<file path="src/rtl/mem_port_router.sv">
// mem_port_router: drives the shared SRAM port with the granted requester's access
// and returns each completion to its originating port after a fixed latency.
//
// Parameters: PORTS requesters, ADDR_W/DATA_W SRAM widths, RD_LAT SRAM read latency (1..4).
// Ports:
//   clk, rst            clock, asynchronous active-high reset
//   gnt                 one-hot grant from mem_arbiter (all-zero = idle)
//   port_addr/wdata/we  flattened per-port request buses (port i at [i*W +: W])
//   mem_en/we/addr/wdata registered SRAM access
//   mem_rdata           SRAM read data, valid RD_LAT cycles after a read mem_en
//   rsp_valid           one-hot completion pulse to the originating port
//   rsp_rdata           read data accompanying rsp_valid for reads (holds otherwise)
//   err                 sticky illegal-grant flag
// Optional feature: define MEM_ROUTER_GNT_CHK_EN to build the multi-bit grant checker;
// otherwise err is tied to 0.
module mem_port_router #(
  parameter int PORTS  = 16,
  parameter int ADDR_W = 16,
  parameter int DATA_W = 32,
  parameter int RD_LAT = 2
) (
  input  logic                     clk,
  input  logic                     rst,
  input  logic [PORTS-1:0]         gnt,
  input  logic [PORTS*ADDR_W-1:0]  port_addr,
  input  logic [PORTS*DATA_W-1:0]  port_wdata,
  input  logic [PORTS-1:0]         port_we,
  output logic                     mem_en,
  output logic                     mem_we,
  output logic [ADDR_W-1:0]        mem_addr,
  output logic [DATA_W-1:0]        mem_wdata,
  input  logic [DATA_W-1:0]        mem_rdata,
  output logic [PORTS-1:0]         rsp_valid,
  output logic [DATA_W-1:0]        rsp_rdata,
  output logic                     err
);
  localparam int IDX_W = (PORTS > 1) ? $clog2(PORTS) : 1;
  localparam int TAG_W = IDX_W + 2;
  localparam logic [PORTS-1:0] ONE = {{(PORTS-1){1'b0}}, 1'b1};
  logic [IDX_W-1:0]  w_idx;
  logic              w_any;
  logic              w_we;
  logic [ADDR_W-1:0] w_addr;
  logic [DATA_W-1:0] w_wdata;
  logic [TAG_W-1:0]  w_last;
  // Tag entry layout: {valid, we, idx}
  logic [TAG_W-1:0]  r_tag [RD_LAT+1];
  // Scan from the top so the lowest set bit is the last assignment and wins.
  always_comb begin
    w_idx = '0;
    for (int i = PORTS-1; i >= 0; i--)
      if (gnt[i]) w_idx = IDX_W'(i);
  end
  assign w_any   = |gnt;
  assign w_we    = port_we[w_idx];
  assign w_addr  = port_addr[w_idx*ADDR_W +: ADDR_W];
  assign w_wdata = port_wdata[w_idx*DATA_W +: DATA_W];
  always_ff @(posedge clk or posedge rst) begin
    if (rst) begin
      mem_en    <= 1'b0;
      mem_we    <= 1'b0;
      mem_addr  <= '0;
      mem_wdata <= '0;
      for (int i = 0; i <= RD_LAT; i++) r_tag[i] <= '0;
    end else begin
      mem_en <= w_any;
      mem_we <= w_any & w_we;
      if (w_any) begin
        mem_addr  <= w_addr;
        mem_wdata <= w_wdata;
      end
      r_tag[0] <= {w_any, w_any & w_we, w_idx};
      for (int i = 1; i <= RD_LAT; i++) r_tag[i] <= r_tag[i-1];
    end
  end
  // The last tag entry lines up with the cycle in which mem_rdata is valid for a read.
  assign w_last = r_tag[RD_LAT];
  always_ff @(posedge clk or posedge rst) begin
    if (rst) begin
      rsp_valid <= '0;
      rsp_rdata <= '0;
    end else begin
      rsp_valid <= w_last[TAG_W-1] ? ONE << w_last[IDX_W-1:0] : '0;
      if (w_last[TAG_W-1] && !w_last[TAG_W-2]) rsp_rdata <= mem_rdata;
    end
  end
`ifdef MEM_ROUTER_GNT_CHK_EN
  logic w_multi;
  // More than one bit set: clearing the lowest set bit leaves something behind.
  assign w_multi = (gnt & (gnt - ONE)) != '0;
  always_ff @(posedge clk or posedge rst) begin
    if (rst) err <= 1'b0;
    else if (w_multi) err <= 1'b1;
  end
  always @(posedge clk) begin
    if (!rst) assert (!w_multi) else $error("mem_port_router: illegal grant %h at %0t", gnt, $time);
  end
`else
  assign err = 1'b0;
`endif
endmodule
</file>
<file path="config.mk">
export PLATFORM = sky130hd
export DESIGN_NAME = mem_port_router
export DESIGN_NICKNAME = d
export VERILOG_FILES = /design/src/rtl/mem_port_router.sv
export SDC_FILE = /design/constraint.sdc
export NUM_CORES = 1
export LEC_CHECK = 0
export BUFFER_PORTS_ARGS = -buffer_cell sky130_fd_sc_hd__clkbuf_2
export CORE_AREA = 2 2 366 368
export DETAILED_ROUTE_END_ITERATION = 12
export DIE_AREA = 0 0 368 370
export MAX_ROUTING_LAYER = met4
export PLACE_DENSITY = 0.37
export RECOVER_POWER = 25
export SLEW_MARGIN = 20
export SYNTH_ARGS = -nofsm -noshare
export SYNTH_HDL_FRONTEND = slang
export SYNTH_SLANG_ARGS = --single-unit
</file>
<file path="constraint.sdc">
create_clock -name clk -period 3.7 [get_ports clk]
set_input_delay 0.555 -clock clk [delete_from_list [all_inputs] [get_ports clk]]
set_output_delay 0.555 -clock clk [all_outputs]
set_load 0.05 [all_outputs]
</file>
==> flow_summary.json <==
{
  "core_region_area_sq_um": 132000,
  "grt_pass1_vias": 13400,
  "grt_pass1_wl_mm": 109,
  "leakage_uw": 0.00858,
  "postCtsSetupBuffers": 0,
  "avgRoutedWirePerCell_um": 22.4,
  "fillers": 15300,
  "ant_nets": 0,
  "powerDensity_nw_per_um2": 317,
  "hpwl_mm": 68.8,
  "dr.pass1.iters": 4,
  "startpoint_type": "input pin",
  "num_vias": 13000,
  "ys_seq_elements": 114,
  "vias_per_cell": 3.50,
  "p_switching_uw": 2320,
  "clock_sinks": 114,
  "detail_route.iter0.violations": 900,
  "die_height_um": 370,
  "status": "finished, violations left",
  "io_buffer_count": 931,
  "gp_congestion": 0.909,
  "stdcell_count": 3715,
  "wl_met1_mm": 34.2,
  "ff_latch_area_sq_um": 2850,
  "synth_fp_nets": 1835,
  "hold_viol_final": 0,
  "grt_overflow_total": 0,
  "route.met3.wl_mm": 7.81,
  "cts_hold_buf": 0,
  "vdd_drop_max_v": 0.000252,
  "switching_share_pct": 40.2,
  "fin_skew_ns": 0.0118,
  "die-width_um": 368,
  "cts_max_path_buffers": 2,
  "clkPwrFrac_pct": 32.4,
  "holdWs_ns": 0.283,
  "required_ns": 4.07,
  "io_pins": 933,
  "critPathKind": "input pin to register",
  "cts_root_buf": "clkbuf_16",
  "grtUsageTotal_pct": 12.1,
  "seq_area_frac_synth_pct": 27.1,
  "start_util_pct": 7.94,
  "combPwrFrac_pct": 41.7,
  "multi_input_area_sq_um": 7230,
  "synth_cell_types": 36,
  "period_share_pct": 73.6,
  "nets": 2748,
  "dieArea_sq_um": 136000,
  "hold_class": "input pin to register",
  "worst_slew_pin_slew_ns": 2.62,
  "wl_mm": 83.1,
  "synth_edf_count": 0,
  "intPower_uw": 3460,
  "violations": "capacitance limit, slew limit",
  "fin_util_pct": 13.8,
  "syn_area_sq_um": 10500,
  "setup_tns_ns": 0,
  "max_slew_margin_pct": -75.9,
  "path_clk_slew_ns": 0.08,
  "drive_gt1_share_pct": 62.7,
  "grt_max_degree": 50,
  "drc_errors": 0,
  "top_layer": "met4",
  "htree_levels": 4,
  "finalSetupViolations": 0,
  "route.met2.wl_mm": 39.4,
  "synthArstFlopShare_pct": 100,
  "timing.fmax_mhz": 367,
  "seq_power_share_pct": 26.0,
  "synth_top_flop_cell": "dfrtp_1",
  "maxSlewViolCount": 43,
  "antenna_found_initial": 40,
  "arrival_ns": 3.09,
  "cts_resized": 0,
  "rsz0062_at_grt": "no",
  "maxCapViolCount": 1,
  "path_max_fanout": 47,
  "ys_warn_count": 0,
  "dp.cells": 3663,
  "tritoncts": "yes",
  "area_delta_synth_final_pct": 73.5,
  "synth.avg_cell_area_sq_um": 10.5,
  "fin_crit_ns": 2.72,
  "syn_inst": 1001,
  "clkLatencyLatePin_ns": 0.50,
  "cts_buffers": 17,
  "cp-end-kind": "register",
  "rows": 134
}
[layout make-up]
cell class	instances	share of cell area, %
antenna	20	0.274
clock buffer	18	2.35
clock inverter	14	0.960
inverter	9	0.247
multi-input combinational	786	39.6
sequential	114	15.6
tap	1768	12.1
timing repair buffer	986	28.8
[path summary, 6_finish.rpt]
path / from / end / slack (ns) / depth (start not counted)
setup reg to reg: w_last[5] / rsp_rdata[28] / 1.58 / 3
hold reg to reg: r_tag[7] / w_last[1] / 0.35 / 0
hold / removal: mem_rdata[17] / rsp_rdata[17] / 0.28 / 2
min in group asynchronous: rst / rsp_rdata[20] / 0.72 / 2
setup / recovery: gnt[3] / mem_wdata[27] / 0.98 / 10
max in group asynchronous: rst / w_last[0] / 1.53 / 3
[layer usage]
metal | up-vias | global-route usage [%]
met5 | - | -
met4 | 0 | 3.81
met3 | 79 | 4.30
met2 | 735 | 18.8
met1 | 6499 | 14.5
li1 | 5694 | -
[worst max-delay path, stage by stage]
cell and delay, ns:
clkbuf_2 0.13, nor2_1 0.16, o31ai_1 0.14, a32oi_4 0.27
buf_4 0.33, buf_12 0.30, mux2i_1 0.23, nand2_1 0.07
a21oi_1 0.56, o211ai_1 0.18
[state kept, by name, indices dropped and copies added (netlist names)]
name / flops
rsp_rdata: 32
mem_addr: 16
mem_wdata: 32
mem_en: 1
w_last: 6
r_tag: 11
rsp_valid: 16
[cells by family (layout without fill, tap and decap cells)]
logic type             after synthesis  in the layout  share of synthesized area, %
other                                1             21                        0.0357
and+or+nand+nor                    292            292                          11.0
DFF                                114            114                          27.1
buffers and inverters              101           1027                          4.83
muxes                              288            288                          44.7
AOI/OAI and AO/OA                  205            205                          12.2
[synthesized netlist by cell type, drive strengths merged, types with 3 or more instances]
| cell | count | area [sq um] |
|---|---|---|
| a21oi | 48 | 240 |
| nor3 | 6 | 30.0 |
| mux2 | 36 | 405 |
| nand2 | 242 | 911 |
| clkbuf | 29 | 109 |
| mux4 | 142 | 3200 |
| o21ai | 53 | 265 |
| a22oi | 47 | 353 |
| inv | 9 | 33.8 |
| nor4 | 5 | 37.5 |
| o211ai | 47 | 353 |
| mux2i | 110 | 1100 |
| nor2b | 3 | 18.8 |
| nor2 | 29 | 111 |
| buf | 63 | 365 |
| dfrtp | 114 | 2850 |
[power by group through the flow]
stage / sequential [uW] / clock (uW) / combinational [uW]
final: 1500 / 1870 / 2410
after CTS: 1500 / 2020 / 2450
after global routing: 1520 / 2040 / 2560
after floorplan: 2000 / 0 / 872
after detailed placement: 1520 / 0 / 2440
after global placement: 1520 / 0 / 2450
[layout by cell type, fill, tap and decap left out, types with 2 or more instances in the layout]
| cell | n |
|---|---|
| a21oi_1 | 48 |
| a22o_1 | 2 |
| a22oi_1 | 47 |
| buf_12 | 14 |
| buf_4 | 41 |
| bufinv_16 | 3 |
| clkbuf_1 | 2 |
| clkbuf_16 | 17 |
| clkbuf_2 | 930 |
| clkinv_2 | 4 |
| clkinvlp_4 | 3 |
| dfrtp_1 | 114 |
| diode_2 | 20 |
| inv_1 | 5 |
| inv_6 | 6 |
| mux2_2 | 36 |
| mux2i_1 | 110 |
| mux4_2 | 142 |
| nand2_1 | 241 |
| nand2b_1 | 2 |
| nand3b_1 | 2 |
| nor2_1 | 23 |
| nor2_4 | 6 |
| nor2b_1 | 2 |
| nor3_1 | 6 |
| nor4_1 | 4 |
| o211ai_1 | 47 |
| o21ai_0 | 45 |
| o21ai_1 | 8 |
| o22ai_1 | 2 |
| o31ai_1 | 2 |
[per-stage QoR]
step | cell area, sq um | power, uW | worst slack, ns
2_1_floorplan | 10500 | 2870 | 0.129
3_3_place_gp | 17600 | 3960 | 0.416
3_5_place_dp | 17600 | 3960 | 0.459
4_1_cts | 18200 | 5960 | 1.08
5_1_grt | 18200 | 6120 | 0.940
6_report | 18200 | 5780 | 0.976
Note: power is estimated with default switching activity, not from simulation.
